**config.mk**
```make
export PLATFORM = sky130hd
export DESIGN_NAME = capture_ctrl_flat
export DESIGN_NICKNAME = d
export VERILOG_FILES = /design/src/rtl/capture_ctrl_if.sv /design/src/rtl/capture_ctrl.sv /design/src/flat_wrapper.sv
export SDC_FILE = /design/constraint.sdc
export NUM_CORES = 1
export LEC_CHECK = 0
export ABC_AREA = 1
export BUFFER_PORTS_ARGS = -buffer_cell sky130_fd_sc_hd__buf_2
export CAP_MARGIN = 20
export CORE_MARGIN = 4
export CORE_UTILIZATION = 40
export DETAILED_ROUTE_END_ITERATION = 16
export PLACE_DENSITY = 0.68
export SYNTH_ARGS = -nofsm -noshare
export SYNTH_HDL_FRONTEND = slang
export SYNTH_SLANG_ARGS = --single-unit
```
**constraint.sdc**
```tcl
create_clock -name clk -period 1.9 [get_ports clk]
set_input_delay 0.38 -clock clk [delete_from_list [all_inputs] [get_ports clk]]
set_output_delay 0.38 -clock clk [all_outputs]
set_load 0.1 [all_outputs]
```
**src/rtl/capture_ctrl_if.sv**
```systemverilog
// capture_ctrl_if: host, probe, FIFO and drain-stream signals of the capture sequencer.
// The master modport is the sequencer itself. The slave modport is the environment,
// meaning the probe pins, the host registers, the FIFO and the stream consumer.
interface capture_ctrl_if;
  // Probe and host control
  logic [7:0] probe;
  logic       arm;
  logic       abort;
  logic [7:0] div;
  logic [7:0] trig_mask;
  logic [7:0] trig_value;
  // FIFO side
  logic [7:0] fifo_wdata;
  logic       fifo_wen;
  logic       fifo_ren;
  logic [7:0] fifo_rdata;
  logic       fifo_valid;
  // Drain stream to the host
  logic [7:0] out_data;
  logic       out_valid;
  logic       out_ready;
  // Status
  logic       busy;
  logic       done;

  modport master (
    input  probe, arm, abort, div, trig_mask, trig_value,
    input  fifo_rdata, fifo_valid, out_ready,
    output fifo_wdata, fifo_wen, fifo_ren, out_data, out_valid, busy, done
  );

  modport slave (
    output probe, arm, abort, div, trig_mask, trig_value,
    output fifo_rdata, fifo_valid, out_ready,
    input  fifo_wdata, fifo_wen, fifo_ren, out_data, out_valid, busy, done
  );
endinterface

```
**src/rtl/capture_ctrl.sv**
```systemverilog
// capture_ctrl: sequencer for the analyzer's 8-bit sample FIFO.
// The sequence is arm, then a masked trigger on the probe bus, then a burst of DEPTH
// prescaled samples written into the FIFO. After that the FIFO is drained over a
// valid/ready stream. An abort flushes the FIFO back to empty.
// Optional feature: CAPTURE_CTRL_EDGE_TRIG_EN selects an edge trigger, which fires when
// any masked bit changed since the previous strobe. The default is a level/match trigger.
module capture_ctrl #(
  parameter int unsigned DEPTH = 4  // samples per capture, equal to FIFO depth (2..15)
) (
  input  logic           clk,
  input  logic           rst_n,
  capture_ctrl_if.master bus
);

  localparam logic [3:0] DEPTH_C = 4'(DEPTH);

  typedef enum logic [2:0] {
    ST_IDLE,
    ST_ARMED,
    ST_CAPTURE,
    ST_DRAIN,
    ST_FLUSH
  } state_e;

  state_e     state_q, state_d;
  logic [7:0] presc_q, presc_d;
  // Samples written while capturing. The same register then counts down the samples
  // still to be read during DRAIN.
  logic [3:0] count_q, count_d;
  logic [7:0] wdata_q, wdata_d;
  logic       wen_q, wen_d;
  logic       ren_q, ren_d;      // ren_q high means a read is in flight
  logic       out_valid_q, out_valid_d;
  logic       done_q, done_d;
  // fresh_q marks the cycle in which fifo_rdata carries the sample just read.
  // hold_q keeps that sample for as long as the host stalls.
  logic       fresh_q, fresh_d;
  logic [7:0] hold_q, hold_d;

  logic       running;
  logic       strobe;
  logic       trig_hit;

  assign running = (state_q == ST_ARMED) || (state_q == ST_CAPTURE);
  assign strobe  = running && (presc_q == bus.div);

`ifdef CAPTURE_CTRL_EDGE_TRIG_EN
  logic [7:0] prev_q, prev_d;
  logic       seen_q, seen_d;   // a previous ARMED strobe exists to compare against

  assign trig_hit = seen_q && (((bus.probe ^ prev_q) & bus.trig_mask) != 8'h00);
`else
  assign trig_hit = ((bus.probe & bus.trig_mask) == (bus.trig_value & bus.trig_mask));
`endif

  // Next-state and next-output logic for the sequencer.
  always_comb begin
    // NOTE: every signal gets a default before the case, so that no path can infer a latch.
    state_d     = state_q;
    presc_d     = running ? (strobe ? 8'h00 : presc_q + 8'h01) : 8'h00;
    count_d     = count_q;
    wdata_d     = wdata_q;
    wen_d       = 1'b0;
    ren_d       = 1'b0;
    out_valid_d = out_valid_q;
    done_d      = 1'b0;
    fresh_d     = 1'b0;
    hold_d      = fresh_q ? bus.fifo_rdata : hold_q;
`ifdef CAPTURE_CTRL_EDGE_TRIG_EN
    prev_d      = prev_q;
    seen_d      = seen_q;
`endif

    case (state_q)
      ST_IDLE: begin
        if (bus.arm) begin
          state_d = ST_ARMED;
          count_d = 4'd0;
`ifdef CAPTURE_CTRL_EDGE_TRIG_EN
          seen_d  = 1'b0;
`endif
        end
      end

      ST_ARMED: begin
        if (bus.abort) begin
          state_d = ST_FLUSH;
        end else if (strobe) begin
`ifdef CAPTURE_CTRL_EDGE_TRIG_EN
          prev_d = bus.probe;
          seen_d = 1'b1;
`endif
          if (trig_hit) begin
            // The trigger sample itself becomes entry 0.
            wen_d   = 1'b1;
            wdata_d = bus.probe;
            count_d = 4'd1;
            state_d = ST_CAPTURE;
          end
        end
      end

      ST_CAPTURE: begin
        if (bus.abort) begin
          state_d = ST_FLUSH;
        end else if (strobe) begin
          wen_d   = 1'b1;
          wdata_d = bus.probe;
          count_d = count_q + 4'd1;
          if (count_q + 4'd1 == DEPTH_C) begin
            state_d = ST_DRAIN;   // count_q now equals DEPTH, which is the number still to drain
          end
        end
      end

      ST_DRAIN: begin
        if (bus.abort) begin
          state_d     = ST_FLUSH;
          out_valid_d = 1'b0;
        end else if (ren_q) begin
          out_valid_d = 1'b1;
          fresh_d     = 1'b1;
          count_d     = count_q - 4'd1;
        end else if (out_valid_q && bus.out_ready) begin
          out_valid_d = 1'b0;
          if (count_q == 4'd0) begin
            done_d  = 1'b1;
            state_d = ST_IDLE;
          end
        end else if (!out_valid_q && (count_q != 4'd0)) begin
          ren_d = 1'b1;
        end
      end

      ST_FLUSH: begin
        // Pop every other cycle, so that fifo_valid has settled after each read.
        out_valid_d = 1'b0;
        if (!ren_q) begin
          if (bus.fifo_valid) begin
            ren_d = 1'b1;
          end else begin
            state_d = ST_IDLE;
          end
        end
      end

      default: state_d = ST_IDLE;
    endcase
  end

  // State and output registers, cleared asynchronously.
  always_ff @(posedge clk or negedge rst_n) begin
    if (!rst_n) begin
      state_q     <= ST_IDLE;
      presc_q     <= 8'h00;
      count_q     <= 4'd0;
      wdata_q     <= 8'h00;
      wen_q       <= 1'b0;
      ren_q       <= 1'b0;
      out_valid_q <= 1'b0;
      done_q      <= 1'b0;
      fresh_q     <= 1'b0;
      hold_q      <= 8'h00;
    end else begin
      // NOTE: non-blocking assignments, so that every register samples pre-edge values.
      state_q     <= state_d;
      presc_q     <= presc_d;
      count_q     <= count_d;
      wdata_q     <= wdata_d;
      wen_q       <= wen_d;
      ren_q       <= ren_d;
      out_valid_q <= out_valid_d;
      done_q      <= done_d;
      fresh_q     <= fresh_d;
      hold_q      <= hold_d;
    end
  end

`ifdef CAPTURE_CTRL_EDGE_TRIG_EN
  // Previous-strobe sample used by the edge trigger.
  always_ff @(posedge clk or negedge rst_n) begin
    if (!rst_n) begin
      prev_q <= 8'h00;
      seen_q <= 1'b0;
    end else begin
      prev_q <= prev_d;
      seen_q <= seen_d;
    end
  end
`endif

  assign bus.fifo_wdata = wdata_q;
  assign bus.fifo_wen   = wen_q;
  assign bus.fifo_ren   = ren_q;
  assign bus.out_valid  = out_valid_q;
  assign bus.out_data   = fresh_q ? bus.fifo_rdata : hold_q;
  assign bus.busy       = (state_q != ST_IDLE);
  assign bus.done       = done_q;

endmodule
```
**src/flat_wrapper.sv**
```systemverilog
// flat-port wrapper written by rule: the top's interface ports become plain ports
module capture_ctrl_flat 
#(
  parameter int unsigned DEPTH = 4                                                     
)
  (clk, rst_n, bus_probe, bus_arm, bus_abort, bus_div, bus_trig_mask, bus_trig_value, bus_fifo_rdata, bus_fifo_valid, bus_out_ready, bus_fifo_wdata, bus_fifo_wen, bus_fifo_ren, bus_out_data, bus_out_valid, bus_busy, bus_done);
  capture_ctrl_if bus_i ();
  input  logic clk;
  input  logic rst_n;
  input wire logic [$bits(bus_i.probe)-1:0] bus_probe;
  input wire logic [$bits(bus_i.arm)-1:0] bus_arm;
  input wire logic [$bits(bus_i.abort)-1:0] bus_abort;
  input wire logic [$bits(bus_i.div)-1:0] bus_div;
  input wire logic [$bits(bus_i.trig_mask)-1:0] bus_trig_mask;
  input wire logic [$bits(bus_i.trig_value)-1:0] bus_trig_value;
  input wire logic [$bits(bus_i.fifo_rdata)-1:0] bus_fifo_rdata;
  input wire logic [$bits(bus_i.fifo_valid)-1:0] bus_fifo_valid;
  input wire logic [$bits(bus_i.out_ready)-1:0] bus_out_ready;
  output wire logic [$bits(bus_i.fifo_wdata)-1:0] bus_fifo_wdata;
  output wire logic [$bits(bus_i.fifo_wen)-1:0] bus_fifo_wen;
  output wire logic [$bits(bus_i.fifo_ren)-1:0] bus_fifo_ren;
  output wire logic [$bits(bus_i.out_data)-1:0] bus_out_data;
  output wire logic [$bits(bus_i.out_valid)-1:0] bus_out_valid;
  output wire logic [$bits(bus_i.busy)-1:0] bus_busy;
  output wire logic [$bits(bus_i.done)-1:0] bus_done;
  assign bus_i.probe = bus_probe;
  assign bus_i.arm = bus_arm;
  assign bus_i.abort = bus_abort;
  assign bus_i.div = bus_div;
  assign bus_i.trig_mask = bus_trig_mask;
  assign bus_i.trig_value = bus_trig_value;
  assign bus_i.fifo_rdata = bus_fifo_rdata;
  assign bus_i.fifo_valid = bus_fifo_valid;
  assign bus_i.out_ready = bus_out_ready;
  assign bus_fifo_wdata = bus_i.fifo_wdata;
  assign bus_fifo_wen = bus_i.fifo_wen;
  assign bus_fifo_ren = bus_i.fifo_ren;
  assign bus_out_data = bus_i.out_data;
  assign bus_out_valid = bus_i.out_valid;
  assign bus_busy = bus_i.busy;
  assign bus_done = bus_i.done;
  capture_ctrl #(.DEPTH(DEPTH)) u_core (.clk(clk), .rst_n(rst_n), .bus(bus_i));
endmodule
```
* Yosys cells after proc, flatten, opt, wreduce, memory -nomap -nowiden *
Cells that the tools add are included.

cells by class
  $add $sub $neg = 3
  eq/ne operators = 25
  multiplexer cells = 57
  bitwise operators = 2
  reduce and logical (&&, ||, !) cells = 16

operators with widths
  operator                                                                  number
  8-bit two-way mux                                                         8
  3-bit two-way mux                                                         13
  4-bit two-way mux                                                         8
  1-bit two-way mux                                                         22
  8-bit AND                                                                 2
  8-bit == test                                                             2
  4-bit case mux with 4 select lines                                        1
  8-bit case mux with 2 select lines                                        1
  3-bit by 2-bit inequality test with 1-bit output (second input constant)  5
  3-bit case mux with 5 select lines                                        1
  2-bit inequality test (second input constant)                             6
  10-bit AND reduction                                                      1
  9-bit AND reduction                                                       1
  8-bit by 1-bit adder with 8-bit output (second input constant)            1
  2-bit by 1-bit inequality test with 1-bit output (second input constant)  4
  4-bit nonzero test                                                        2
  3-bit by 2-bit == test with 1-bit output (second input constant)          2
  3-bit inequality test (second input constant)                             2
  1-bit case mux with 2 select lines                                        3
  6-bit AND reduction                                                       1
  4-bit by 1-bit adder with 4-bit output (second input constant)            1
  4-bit by 3-bit == test with 1-bit output (second input constant)          1
  4-bit logical NOT                                                         1
  4-bit by 2-bit inequality test with 1-bit output (second input constant)  1
  10 further kinds                                                          13

word-level totals
  flip-flop bits (word level) = 36
  word-level logic and storage cells = 113

* Logic depth before layout (Yosys ltp) *
  depth after elaboration = 7
  depth in mapped cells = 11
  gate-level depth less buffers = 11

* Worst setup path after synthesis *
No wires, ideal clock.

  path kind = register to register
  from = register u_core.ren_q, in the netlist u_core.bus.fifo_ren
  to = register u_core.count_q[2]
  arrival = 1.749 ns
  data required time = 1.783 ns
  setup slack = 0.034 ns
  stages on the path, launching flop included = 8
  buffers on the path = 0
  period minus slack after synthesis = 1.866 ns
  cells stage by stage = dfrtp_1 inv_1 nand2_1 nand4_1 a21oi_4 nand3_2 nand2_1 nand2_1

between the ends
  longest elaborated chain between the ends = 2

RTL lines
  element                                                            RTL line             source
  from (decl)                                                        capture_ctrl.sv:32   logic ren_q, ren_d;
  from (signal assigned)                                             capture_ctrl.sv:171  ren_q <= ren_d;
  2-bit by 1-bit inequality test with 1-bit output (no source line)  n/a
  9-bit AND reduction (no source line)                               n/a
  to (signal assigned)                                               capture_ctrl.sv:168  count_q <= count_d;
  to (decl)                                                          capture_ctrl.sv:29   logic [3:0] count_q, count_d;

Every way passes these cells.
A chain may end at the register's enable or synchronous reset.

* Worst setup path in the final report *
  from = register u_core.fresh_q
  to = output bus_out_data[5]

between the ends
  longest elaborated chain between the ends = 1

RTL lines
  element                 RTL line             source
  from (decl)             capture_ctrl.sv:37   logic fresh_q, fresh_d;
  from (signal assigned)  capture_ctrl.sv:174  fresh_q <= fresh_d;
  8-bit two-way mux       n/a
  to (decl)               flat_wrapper.sv:22   output wire logic [$bits(bus_i.out_data)-1:0] bus_out_data;

Every way passes these cells.

==> tab_implementation.tex <==
\begin{tabular}{lr}
\hline
Metric & Value \\
\hline
\multicolumn{2}{l}{\textbf{Detailed routing}} \\
\quad Routed Antenna Nets & 0 \\
\quad Aggregate routed wire length & between 4000 and 5000 um \\
\quad First DRT Iteration DRCs & slightly below 80 \\
\quad First-pass iteration count of the detailed router & 4 \\
\quad Overall via count from detail\_route & about 1900 \\
\quad Number of vias per cell & roughly 4.7 \\
\quad Remaining DRCs & 0 \\
\quad Per-cell routed wire length & 10.8 um \\
\multicolumn{2}{l}{\textbf{Clock tree}} \\
\quad Root buffer selected by CTS & clkbuf\_8 \\
\quad Hold-fix buffers at CTS & 0 \\
\quad Number of buffers added for setup after CTS & 0 \\
\quad Count of H-tree levels built during CTS & 2 \\
\quad Insertion delay to the later sink of the worst-skew pair & around 0.28 ns \\
\quad Clock tree from TritonCTS & built \\
\quad Clock edge transition at the registers on the reported setup and hold paths & roughly 0.07 ns \\
\quad Number of buffers on the longest clock path & 2 \\
\quad Number of buffers created by CTS & 5 \\
\quad Clk sinks & 36 \\
\quad Post-cts sizing count & 0 \\
\multicolumn{2}{l}{\textbf{Setup path}} \\
\quad Critical Path Sink & bus\_out\_data[5] \\
\quad Setup CP Type & flip-flop to output port \\
\quad Logic depth of the worst setup path including buffers & 2 \\
\quad Largest incremental delay on the critical path & 0.47 ns \\
\quad R2r startpoint & u\_core.presc\_q[2]\$\_DFF\_PN0\_ \\
\quad Cell count of the worst reg-to-reg path & 8 \\
\quad Worst Setup SP & u\_core.fresh\_q\$\_DFF\_PN0\_ \\
\quad Maximum fanout encountered on the critical timing path & 8 \\
\quad R2r endpoint & u\_core.count\_q[1]\$\_DFFE\_PN0P\_ \\
\quad Worst reg-to-reg setup slack & between 0.15 and 0.2 ns \\
\quad Cell breakdown of the critical path & mux2\_2 > buf\_2 \\
\quad Crit path capture type & output port \\
\quad Standard cell with the maximum stage delay on the critical path & dfrtp\_2 \\
\quad Data arrival at the endpoint of the critical path & approximately 1.4 ns \\
\quad Startpoint class of the critical path & flip-flop \\
\quad Kind of cell adding the most delay to the critical path & flip-flops \\
\quad Number of buffers and inverters on the critical path & 1 \\
\quad Required time worst endpoint & about 1.5 ns \\
\multicolumn{2}{l}{\textbf{Cells and area}} \\
\quad Number of fill cells & between 400 and 500 \\
\quad Share of cells above drive strength 1 & 0.298 \\
\quad Design area & between 2000 and 3000 um2 \\
\quad Synthesis-to-layout area growth & 24.7\% \\
\quad Final layout net count & 391 \\
\quad ANT cells & 0 \\
\multicolumn{2}{l}{\textbf{Global route}} \\
\quad Antenna violations before repair & 0 \\
\quad Global-route wire length before repair & between 7000 and 8000 um \\
\quad Maximum number of pins on one net before global-route repair & 37 \\
\quad GRT Util Overall & 0.149 \\
\quad Vias in the first global route & about 1900 \\
\quad Grt total ovfl & 0 \\
\multicolumn{2}{l}{\textbf{Power}} \\
\quad Register share of total power & 0.306 \\
\quad Pint & between 1.5 and 2 mW \\
\quad Net switching power & about 1.7 mW \\
\quad Combinational share of power & 0.525 \\
\quad Total power divided by cell area & between 1000 and 1500 nW/um2 \\
\quad Worst ir drop on vdd & slightly below 0.5 mV \\
\quad Clock share of power & 0.169 \\
\quad Net Sw Frac & 0.507 \\
\quad Leakage component of the power & 1.48 nW \\
\multicolumn{2}{l}{\textbf{Logic synthesis}} \\
\quad Compound-cell area share of the yosys netlist & 0.0549 \\
\quad Fraction of the mapped netlist area in adder cells & 0.0177 \\
\quad Number of nets produced by synthesis & 318 \\
\quad Post-synth top area share & 0.425 \\
\quad Proportion of synthesized area in mux cells & 0.0425 \\
\quad Post-synth top flop & dfrtp\_1 \\
\quad Unique masters post-synth & 31 \\
\quad Post-synthesis sequential area ratio & 0.425 \\
\quad Post-Syn Instances & $\sim$270 \\
\quad EDFF count, synth & 0 \\
\quad Fraction of synthesis flops using an asynchronous set or reset pin & 1.00 \\
\quad Cells taking the most area after synthesis & dfrtp\_1, nand2\_1, nand3\_1 \\
\quad Largest family of logic cells by synthesized area & simple AND/OR/NAND/NOR gates \\
\quad Synthesized-area fraction occupied by and/or/nand/nor cells & 0.335 \\
\quad Largest area contributor in the netlist & dfrtp\_1 \\
\quad Synthesized area per cell & 7.87 um2 \\
\quad Combined area of all synthesized cells & 2120 um2 \\
\quad Xor and xnor fraction of the mapped netlist area & 0.0455 \\
\quad FF+latch count, synth & 36 \\
\quad Count of yosys warnings during synthesis & 0 \\
\multicolumn{2}{l}{\textbf{Die}} \\
\quad Placeable core area & approximately 5000 um2 \\
\quad Top-Level Pins & between 60 and 70 \\
\quad Row count & 26 \\
\quad Height of the die & a little over 80 um \\
\quad Initial Utilization & 0.415 \\
\quad Die area & $\sim$6500 um2 \\
\quad Horiz. Die Dim & between 80 and 90 um \\
\multicolumn{2}{l}{\textbf{Timing}} \\
\quad Achievable Freq & about 550 MHz \\
\quad RSZ-0062 raised after global routing & no \\
\quad Final min period & roughly 1.8 ns \\
\quad Sum of negative setup slack & 0 ns \\
\quad Period utilization & 0.957 \\
\quad Pins Over Slew Limit & 0 \\
\quad Number of hold violations in the final report & 0 \\
\quad Setup violators final & 0 \\
\quad Slew at the pin with the worst max-slew slack & a little under 0.5 ns \\
\quad Max-Slew Margin vs Limit & 0.673 \\
\quad Setup clock skew after layout & around 0.0075 ns \\
\multicolumn{2}{l}{\textbf{Status}} \\
\quad Outcome & finished clean \\
\multicolumn{2}{l}{\textbf{Placement}} \\
\quad Hpwl dp & about 3500 um \\
\quad Total placed instance area & about 2500 um2 \\
\quad I/O Buffers & 66 \\
\quad Placer's final routability congestion estimate & 0.881 \\
\multicolumn{2}{l}{\textbf{Run}} \\
\quad MaxCap Viol Count & 0 \\
\multicolumn{2}{l}{\textbf{Worst hold path}} \\
\quad Type of the tightest min-delay check & input port to asynchronous set/reset pin \\
\hline
\end{tabular}
layer usage:
metal	track usage	part of all wire	up-vias
met1	0.166	0.43	851
li1	-	-	999
met2	0.265	0.49	65
met3	0.0399	0.065	8
met4	0.0709	0.017	0
met5	0	0	-
power by group through the flow:
stage / registers, mW / logic, mW / clock network [mW]
final: 1.06 / 1.81 / 0.584
after global routing: 1.08 / 1.97 / 0.641
after CTS: 1.06 / 1.82 / 0.604
after detailed placement: 1.07 / 1.81 / 0
after global placement: 1.07 / 1.79 / 0
after floorplan: 1.17 / 1.36 / 0
synthesized netlist by cell type (3+ instances only):
library cell   n
xor2_1         4
dfrtp_1       36
a21oi_1        6
inv_1         37
o21ai_0        3
nand2_4        3
nor2_1        20
ha_1           3
inv_2          4
nor2_4         3
o21ai_1        4
xnor2_1        7
nand3_1       32
nand2_1       79
mux2_2         8
registers in the layout, indices dropped and copies added, names as in the netlist:
name,flops
u_core.bus.done,1
u_core.bus.fifo_ren,1
u_core.bus.fifo_wdata,8
u_core.bus.fifo_wen,1
u_core.bus.out_valid,1
u_core.count_q,4
u_core.fresh_q,1
u_core.hold_q,8
u_core.presc_q,8
u_core.state_q,3
how the worst min path moves through the flow:
stage               startpoint                          to  slack (ns)
CTS                      rst_n  u_core.hold_q[7]$_DFF_PN0_        0.14
global route             rst_n  u_core.hold_q[7]$_DFF_PN0_        0.15
floorplan                rst_n   u_core.bus.done$_DFF_PN0_        0.08
finish                   rst_n    u_core.fresh_q$_DFF_PN0_        0.13
detailed placement       rst_n  u_core.hold_q[7]$_DFF_PN0_        0.45
global placement         rst_n  u_core.hold_q[7]$_DFF_PN0_        0.45
per-stage QoR:
step / total power, mW / std cells / worst slack, ns / util / hold WS, ns
final: 3.45 / 412 / 0.0824 / 0.517 / 0.126
after global routing: 3.70 / 412 / 0.0227 / 0.517 / 0.151
after CTS: 3.48 / 412 / 0.0212 / 0.517 / 0.137
after detailed placement: 2.88 / 405 / 0.204 / 0.498 / 0.449
after global placement: 2.85 / 405 / 0.224 / 0.498 / 0.447
after floorplan: 2.53 / 269 / 0.0337 / - / 0.0844
area by class of cell:
| type | instances | area, um2 | share of cell area |
|---|---|---|---|
| Inverter | 42 | 160 | 0.0606 |
| Tap cell | 70 | 87.6 | 0.0332 |
| Sequential cell | 36 | 902 | 0.342 |
| Timing Repair Buffer | 68 | 345 | 0.131 |
| Multi-Input combinational cell | 189 | 1050 | 0.397 |
| Clock buffer | 7 | 96.3 | 0.0365 |
cell families (layout without fill, tap and decap cells):
logic type / Yosys count / in the layout
AO/OA/AOI/OAI: 19 / 19
XOR/XNOR: 11 / 11
adder cells (fa/ha/maj): 3 / 3
buffers and inverters: 44 / 117
flip-flops: 36 / 36
multiplexers: 8 / 8
AND/OR/NAND/NOR: 148 / 148
cells in the final DEF, fill, tap and decap left out:
cell | synthesis | final
nand2_1 | 79 | 79
buf_2 | 0 | 66
inv_1 | 37 | 37
dfrtp_1 | 36 | 35
nand3_1 | 32 | 32
nor2_1 | 20 | 20
mux2_2 | 8 | 8
xnor2_1 | 7 | 7
clkbuf_8 | 0 | 7
a21oi_1 | 6 | 6
xor2_1 | 4 | 4
inv_2 | 4 | 4
o21ai_1 | 4 | 4
nor2_4 | 3 | 3
nand2_4 | 3 | 3
o21ai_0 | 3 | 3
ha_1 | 3 | 3
nor3_1 | 2 | 2
nor3b_1 | 2 | 2
o22ai_1 | 2 | 2
buf_4 | 0 | 2
nor3_4 | 1 | 1
inv_4 | 1 | 1
nand2_2 | 1 | 1
nand3_4 | 1 | 1
nand3b_1 | 1 | 1
nand4_1 | 1 | 1
a21oi_4 | 1 | 1
nand3_2 | 1 | 1
o21ai_2 | 1 | 1
a211oi_1 | 1 | 1
nand4_4 | 1 | 1
a31oi_1 | 1 | 1
dfrtp_2 | 0 | 1
Power figures use the tool's default switching activity.
